File: config.mk
export PLATFORM = sky130hd
export DESIGN_NAME = des_core_sched
export DESIGN_NICKNAME = d
export VERILOG_FILES = /design/src/rtl/des_sched_pkg.sv /design/src/rtl/rr_arb2.sv /design/src/rtl/des_core_sched.sv
export SDC_FILE = /design/constraint.sdc
export NUM_CORES = 1
export LEC_CHECK = 0
export CAP_MARGIN = 20
export CORE_AREA = 2 2 212 214
export CTS_CLUSTER_SIZE = 28
export DETAILED_ROUTE_END_ITERATION = 8
export DIE_AREA = 0 0 214 216
export GPL_TIMING_DRIVEN = 0
export HOLD_SLACK_MARGIN = 0.02
export PLACE_DENSITY_LB_ADDON = 0.12
export SLEW_MARGIN = 20
export SYNTH_ARGS = -nofsm -noshare
export SYNTH_HDL_FRONTEND = slang
export SYNTH_SLANG_ARGS = --single-unit
File: constraint.sdc
create_clock -name clk -period 13.19 [get_ports clk]
set_input_delay 1.9785 -clock clk [delete_from_list [all_inputs] [get_ports clk]]
set_output_delay 1.9785 -clock clk [all_outputs]
set_load 0.03 [all_outputs]
File: src/rtl/des_sched_pkg.sv
// rtl/des_sched_pkg.sv - shared types and constants for the DES core scheduler
package des_sched_pkg;

    localparam int DES_W = 64;

    typedef enum logic [1:0] {
        ST_IDLE,
        ST_LOAD,
        ST_RUN,
        ST_RESP
    } state_t;

    typedef logic req_id_t;

endpackage

File: src/rtl/rr_arb2.sv
// rtl/rr_arb2.sv - two-way round-robin grant, pointer held by the caller
module rr_arb2
    import des_sched_pkg::*;
(
    input  logic [1:0] valid,
    input  req_id_t    pointer,
    output logic [1:0] grant,
    output req_id_t    grant_id
);

    always_comb begin
        grant    = '0;
        grant_id = pointer;
        if (valid[pointer]) begin
            grant[pointer] = 1'b1;
        end else if (valid[~pointer]) begin
            grant_id        = ~pointer;
            grant[~pointer] = 1'b1;
        end
    end

endmodule

File: src/rtl/des_core_sched.sv
// rtl/des_core_sched.sv - shares one iterative DES core between two requesters
module des_core_sched
    import des_sched_pkg::*;
#(
    parameter int DES_W       = 64,
    parameter int TIMEOUT_CYC = 64,
    parameter int CNT_W       = 16
) (
    input  logic                 clk,
    input  logic                 rst,
    input  logic [1:0]           req_valid,
    output logic [1:0]           req_ready,
    input  logic [2*DES_W-1:0]   req_plain,
    input  logic [2*DES_W-1:0]   req_key,
    output logic [1:0]           rsp_valid,
    input  logic [1:0]           rsp_ready,
    output logic [DES_W-1:0]     rsp_data,
    output logic                 rsp_err,
    output logic                 core_rst_n,
    output logic [DES_W-1:0]     core_plain,
    output logic [DES_W-1:0]     core_key,
    input  logic [DES_W-1:0]     core_encrypted,
    input  logic                 core_completed,
    output logic                 busy,
    output logic [CNT_W-1:0]     jobs_done
);

    localparam int TMO_W = $clog2(TIMEOUT_CYC);

    state_t           state, state_next;
    req_id_t          ptr, gnt_id, arb_id;
    logic [1:0]       arb_grant;
    logic [TMO_W-1:0] tmo_cnt;
    logic             accept, rsp_fire, timed_out;

    rr_arb2 u_arb (
        .valid    (req_valid),
        .pointer  (ptr),
        .grant    (arb_grant),
        .grant_id (arb_id)
    );

    assign timed_out = (tmo_cnt == TMO_W'(TIMEOUT_CYC - 1));
    assign busy      = (state != ST_IDLE);

    // req_ready is combinational, so it is also gated by rst to stay 0 during reset
    always_comb begin
        state_next = state;
        req_ready  = '0;
        rsp_valid  = '0;
        accept     = 1'b0;
        rsp_fire   = 1'b0;
        case (state)
            ST_IDLE: begin
                if (!rst && (|req_valid)) begin
                    req_ready  = arb_grant;
                    accept     = 1'b1;
                    state_next = ST_LOAD;
                end
            end
            ST_LOAD: state_next = ST_RUN;
            ST_RUN: begin
                if (core_completed || timed_out)
                    state_next = ST_RESP;
            end
            ST_RESP: begin
                rsp_valid[gnt_id] = 1'b1;
                if (rsp_ready[gnt_id]) begin
                    rsp_fire   = 1'b1;
                    state_next = ST_IDLE;
                end
            end
            default: state_next = ST_IDLE;
        endcase
    end

    always_ff @(posedge clk or posedge rst) begin
        if (rst)
            state <= ST_IDLE;
        else
            state <= state_next;
    end

    // core_rst_n is registered from the next state so the core sees exactly the LOAD cycle low
    always_ff @(posedge clk or posedge rst) begin
        if (rst) begin
            core_rst_n <= 1'b0;
            ptr        <= 1'b0;
            gnt_id     <= 1'b0;
            core_plain <= '0;
            core_key   <= '0;
            rsp_data   <= '0;
            rsp_err    <= 1'b0;
            jobs_done  <= '0;
            tmo_cnt    <= '0;
        end else begin
            core_rst_n <= (state_next != ST_LOAD);
            if (accept) begin
                gnt_id     <= arb_id;
                core_plain <= arb_id ? req_plain[2*DES_W-1:DES_W] : req_plain[DES_W-1:0];
                core_key   <= arb_id ? req_key[2*DES_W-1:DES_W]   : req_key[DES_W-1:0];
            end
            if (state == ST_LOAD)
                tmo_cnt <= '0;
            if (state == ST_RUN) begin
                if (core_completed) begin
                    rsp_data  <= core_encrypted;
                    rsp_err   <= 1'b0;
                    jobs_done <= jobs_done + CNT_W'(1);
                end else if (timed_out) begin
                    rsp_data <= '0;
                    rsp_err  <= 1'b1;
                end else begin
                    tmo_cnt <= tmo_cnt + TMO_W'(1);
                end
            end
            if (rsp_fire)
                ptr <= ~gnt_id;
        end
    end

endmodule
Word level (Yosys, flattened, before mapping)

Index checks and enable logic that the tools add are counted.

Register bits: 220
Input bits: 327
Output and inout port bits: 215
Word-level logic and storage cells: 74

Add/sub/neg operators: 2
Order comparisons: 6
Eq/ne operators: 5
Multiplexer cells: 37
Bitwise logic cells: 2
Reductions and logical operators: 12

Operators with widths:

| kind                  | number |
|---|---|
| $mux 64               | 4 |
| $mux 6                | 4 |
| $mux 1                | 17 |
| $add 16x1->16 const B | 1 |
| $mux 2                | 8 |
| $pmux 2 s4            | 1 |
| $add 6x1->6 const B   | 1 |
| $eq 6x6->1 const B    | 1 |
| $lt 1x2->1 const B    | 3 |
| $eq 2x2->1 const B    | 2 |
| $logic_and 1x1->1     | 4 |
| $reduce_and 2->1      | 2 |
| $reduce_bool 2->1     | 2 |
| $demux 1 s1           | 3 |
| $ge 1x1->1 const B    | 3 |
| $eq 2x1->1 const B    | 1 |
| $logic_not 2->1       | 1 |
| $ne 2x1->1 const B    | 1 |
| $not 1->1             | 2 |
| $reduce_or 2->1       | 1 |
| $logic_not 1->1       | 1 |
| $logic_or 1x1->1      | 1 |

Depth between registers and ports, before layout

Depth after elaboration: 9
Mapped depth: 8
Mapped depth without buffers: 6

Modules after synthesis

Synthesis repeated with hierarchy kept, for this count alone.

Cell total of the unflattened synthesis: 839
Area total of the unflattened synthesis: 9464.1 um^2

Modules (own cells, without submodules):

| module         | times used | cells an instance | area each (um^2) | sequential area each (um^2) |
|---|---|---|---|---|
| des_core_sched | 1          | 829               | 9397.8           | 5505.3 |
| rr_arb2        | 1          | 10                | 66.3             | 0.0 |

Worst setup path after synthesis

No wires, ideal clock.

Path type: in2out
Start point: in rst
End point: out req_ready[0]
Arrival time: 8480 ps
Data required time: 11211 ps
Slack: 2731 ps
Stages: 5
Path buffers: 2
Path through: inv_1 o211ai_2 buf_2 buf_2 a21oi_1

Longest elaborated chain between the ends: 4

RTL lines:

| what                      | line                 | RTL |
|---|---|---|
| start, declared           | des_core_sched.sv:10 | `input logic rst,` |
| $logic_not 1->1 (no line) | n/a                  |  |
| $logic_and 1x1->1         | des_core_sched.sv:55 | `if (!rst && (\|req_valid)) begin` |
| $mux 2                    | des_core_sched.sv:55 |  |
| $mux 2                    | des_core_sched.sv:53 | `case (state)` |
| end, declared             | des_core_sched.sv:12 | `output logic [1:0] req_ready,` |

Every way passes these cells.

Worst setup path in the final report

Ends and elaborated chain as after synthesis.

==> metrics <==
GR Util All Layers 0.178; vias in the first global route 9090; Setup Fix Bufs, Post-CTS 0; TritonCTS Buffers 28; height of the die 216 um; Leak 7.01 nW; Rel. slew slack 0.421; maximum vdd drop 0.0000974 V; combinational power share 0.533; Rows 77; met3 usage 0.0695; # IOs 542; grt peak-use layer met2; final hold violation count 0; r2r worst-path depth 8; max-cap viol count 0; sw power 1.72 mW; Final min period 6.66 ns; clock latency on the worst-skew pair 0.55 ns; Via Count 8666; kind of critical path in2out; Fmax 150 MHz; crit share post-route 0.505; fin cells 2018; Worst Max-Slew Pin Slew 0.868 ns; Final ANT Viol Nets 0; grt met1 use 0.208; clock share of power 0.186; Crit Reg-Reg Startpoint ptr; clock-pin slew on the worst setup and hold paths 0.06 ns; Core Area 43800 um^2; internal reg-to-reg setup slack 10.32 ns; Worst Skew 0.00842 ns; initial antenna violation count 1; Post-Syn Nets 1160; critical path endpoint category output pin; first-pass GRT wire length 61900 um; share of cells above drive strength 1 0.0639; CP Data Arrival Time 4.68 ns; RSZ-0062 raised after global routing false; Final #Nets 1733; flop and latch count out of synthesis 220; total negative setup slack 0 ns; Fillers 4405; register area share after synthesis 0.578; Startpoint Class primary input; PostCTS Resize Cnt 0; switch share 0.425; Ys Warns 0; initial core utilization 0.217; Hold WS 0.478 ns; pwr dens 243 nW/um^2; Pre-antenna DRT Iters 4; HPWL after detailed placement 33100 um; Reg2Reg Capture Point core_key[38]; crit path launch rst; CTS root buffer clkbuf_16; placer congestion estimate 0.832; Synth Area per Inst 11.5 um^2; Mapped Area 9520 um^2; Reg power frac 0.281; Yosys cell types 40; largest net degree at the start of global routing 95; Post-synth top flop dfrtp_1; P_int 2.32 mW; ys async rst share 1.00; CP max FO 60; pins over their slew limit 0; # hold bufs at CTS 0; Hold Path Depth 1; Tot Pwr 4.04 mW; depth of the CTS H-tree 1; cells after synthesis 830; DIE AREA 46200 um^2; Longest Clk Path Bufs 3; # setup viols final 0; status finished clean; Inst Count DP 1965; DRC viols 0; M2 GR Usage 0.311; drt total wl 42400 um; Die W 214 um; DR iter-0 viols 402; wire per inst 21.0 um; CTS tree built; P&R area growth vs syn 74.8%; number of flops mapped to enable cells by yosys 0; IO buf count 541; Overflow after GRT 0; vias per cell 4.29; Req. time, crit path 11.21 ns; HP Class reg2reg; CTS sink cnt 220; Critical Path Sink req_ready[0]
[power by group through the flow]
stage | logic [mW] | clock network, mW | registers (mW)
global route | 2.29 | 0.807 | 1.18
finish | 2.15 | 0.753 | 1.14
floorplan | 0.658 | 0 | 1.67
detailed placement | 2.18 | 0 | 1.14
global placement | 2.19 | 0 | 1.13
CTS | 2.19 | 0.777 | 1.14
[state kept, by name, indices dropped and copies added, names as in the netlist, 2 cells and up]
| signal | flops |
|---|---|
| jobs_done | 16 |
| tmo_cnt | 6 |
| rsp_data | 64 |
| core_key | 64 |
| state | 2 |
| core_plain | 64 |
[stage by stage]
| step | area [um^2] | worst slack [ns] | util |
|---|---|---|---|
| 2_1_floorplan | 9520 | 2.73 | - |
| 3_3_place_gp | 15700 | -2.23 | 0.358 |
| 3_5_place_dp | 15700 | 6.42 | 0.359 |
| 4_1_cts | 16600 | 6.41 | 0.379 |
| 5_1_grt | 16600 | 6.28 | 0.379 |
| 6_report | 16600 | 6.53 | 0.380 |
[how the worst min path moves through the flow]
stage                        startpoint             to
after global placement     core_key[10]   core_key[10]
after detailed placement   core_key[17]   core_key[17]
after CTS                  core_key[21]   core_key[21]
after global routing       core_key[17]   core_key[17]
after floorplan              tmo_cnt[5]     tmo_cnt[5]
final                     jobs_done[15]  jobs_done[15]
[metal layers]
metal,wire length (um),part of all wire
met5,11,0.00026
met4,543,0.013
met3,4070,0.096
met2,20900,0.49
met1,16900,0.40
[final cells by class]
class	instances	area [um^2]	share of cell area
timing repair buffer	543	5470	0.329
inverter	4	22.5	0.00135
buffer	60	373	0.0224
multi-input combinational	546	3630	0.218
antenna	3	7.51	0.000451
sequential	220	5510	0.331
clock inverter	7	98.8	0.00594
clock buffer	43	797	0.0479
tap	592	741	0.0445
[worst max-delay path, stage by stage]
cell and delay [ns]:
clkdlybuf4s50_1 0.51, inv_8 0.39, o211ai_2 0.39, buf_2 0.32
buf_2 0.22, a21oi_1 0.13, clkdlybuf4s50_1 0.72
[cells by family (layout without fill, tap and decap cells)]
family | Yosys count | in the layout | share of synthesized area
flops | 220 | 220 | 0.578
compound gates | 215 | 215 | 0.144
simple gates | 182 | 182 | 0.0810
mux | 131 | 131 | 0.138
buf+inv | 64 | 657 | 0.0407
xor+xnor | 15 | 15 | 0.0138
fa+ha+maj | 3 | 3 | 0.00394
other cells | 0 | 3 | 0
[cells in the mapped netlist (3+ instances only)]
cell type / instances / area [um^2]
inv_1: 4 / 15.0
nand3_1: 8 / 40.0
and3_1: 3 / 18.8
clkbuf_1: 20 / 75.1
buf_6: 10 / 113
mux2i_1: 128 / 1280
mux2_2: 3 / 33.8
nor2_1: 4 / 15.0
buf_2: 16 / 80.1
o311ai_0: 4 / 35.0
xnor2_1: 13 / 114
o21ai_0: 23 / 115
nor3_1: 3 / 15.0
a22o_1: 64 / 561
and4_1: 4 / 35.0
nand4_1: 3 / 18.8
nand2b_1: 3 / 18.8
o211ai_1: 3 / 22.5
nor2b_1: 4 / 25.0
nand2_1: 143 / 537
o21ai_1: 110 / 551
dfrtp_1: 220 / 5510
buf_4: 14 / 105
ha_1: 3 / 37.5
[cell usage in the layout, fill, tap and decap left out, types with 3 or more instances in the layout]
| cell type | count |
|---|---|
| mux2i_1 | 128 |
| clkdlybuf4s50_1 | 541 |
| clkbuf_16 | 28 |
| buf_2 | 16 |
| nor3_1 | 3 |
| nand2_1 | 143 |
| diode_2 | 3 |
| o211ai_1 | 3 |
| buf_4 | 14 |
| nand3_1 | 8 |
| nand4_1 | 3 |
| nor2b_1 | 4 |
| and4_1 | 4 |
| a22o_1 | 64 |
| inv_1 | 3 |
| o21ai_1 | 110 |
| buf_6 | 10 |
| nor2_1 | 4 |
| o311ai_0 | 4 |
| xnor2_1 | 13 |
| clkbuf_8 | 4 |
| ha_1 | 3 |
| o21ai_0 | 23 |
| and3_1 | 3 |
| clkinv_2 | 3 |
| mux2_2 | 3 |
| clkbuf_1 | 31 |
| dfrtp_1 | 220 |
| nand2b_1 | 3 |
Note: power is estimated with default switching activity, not from simulation.
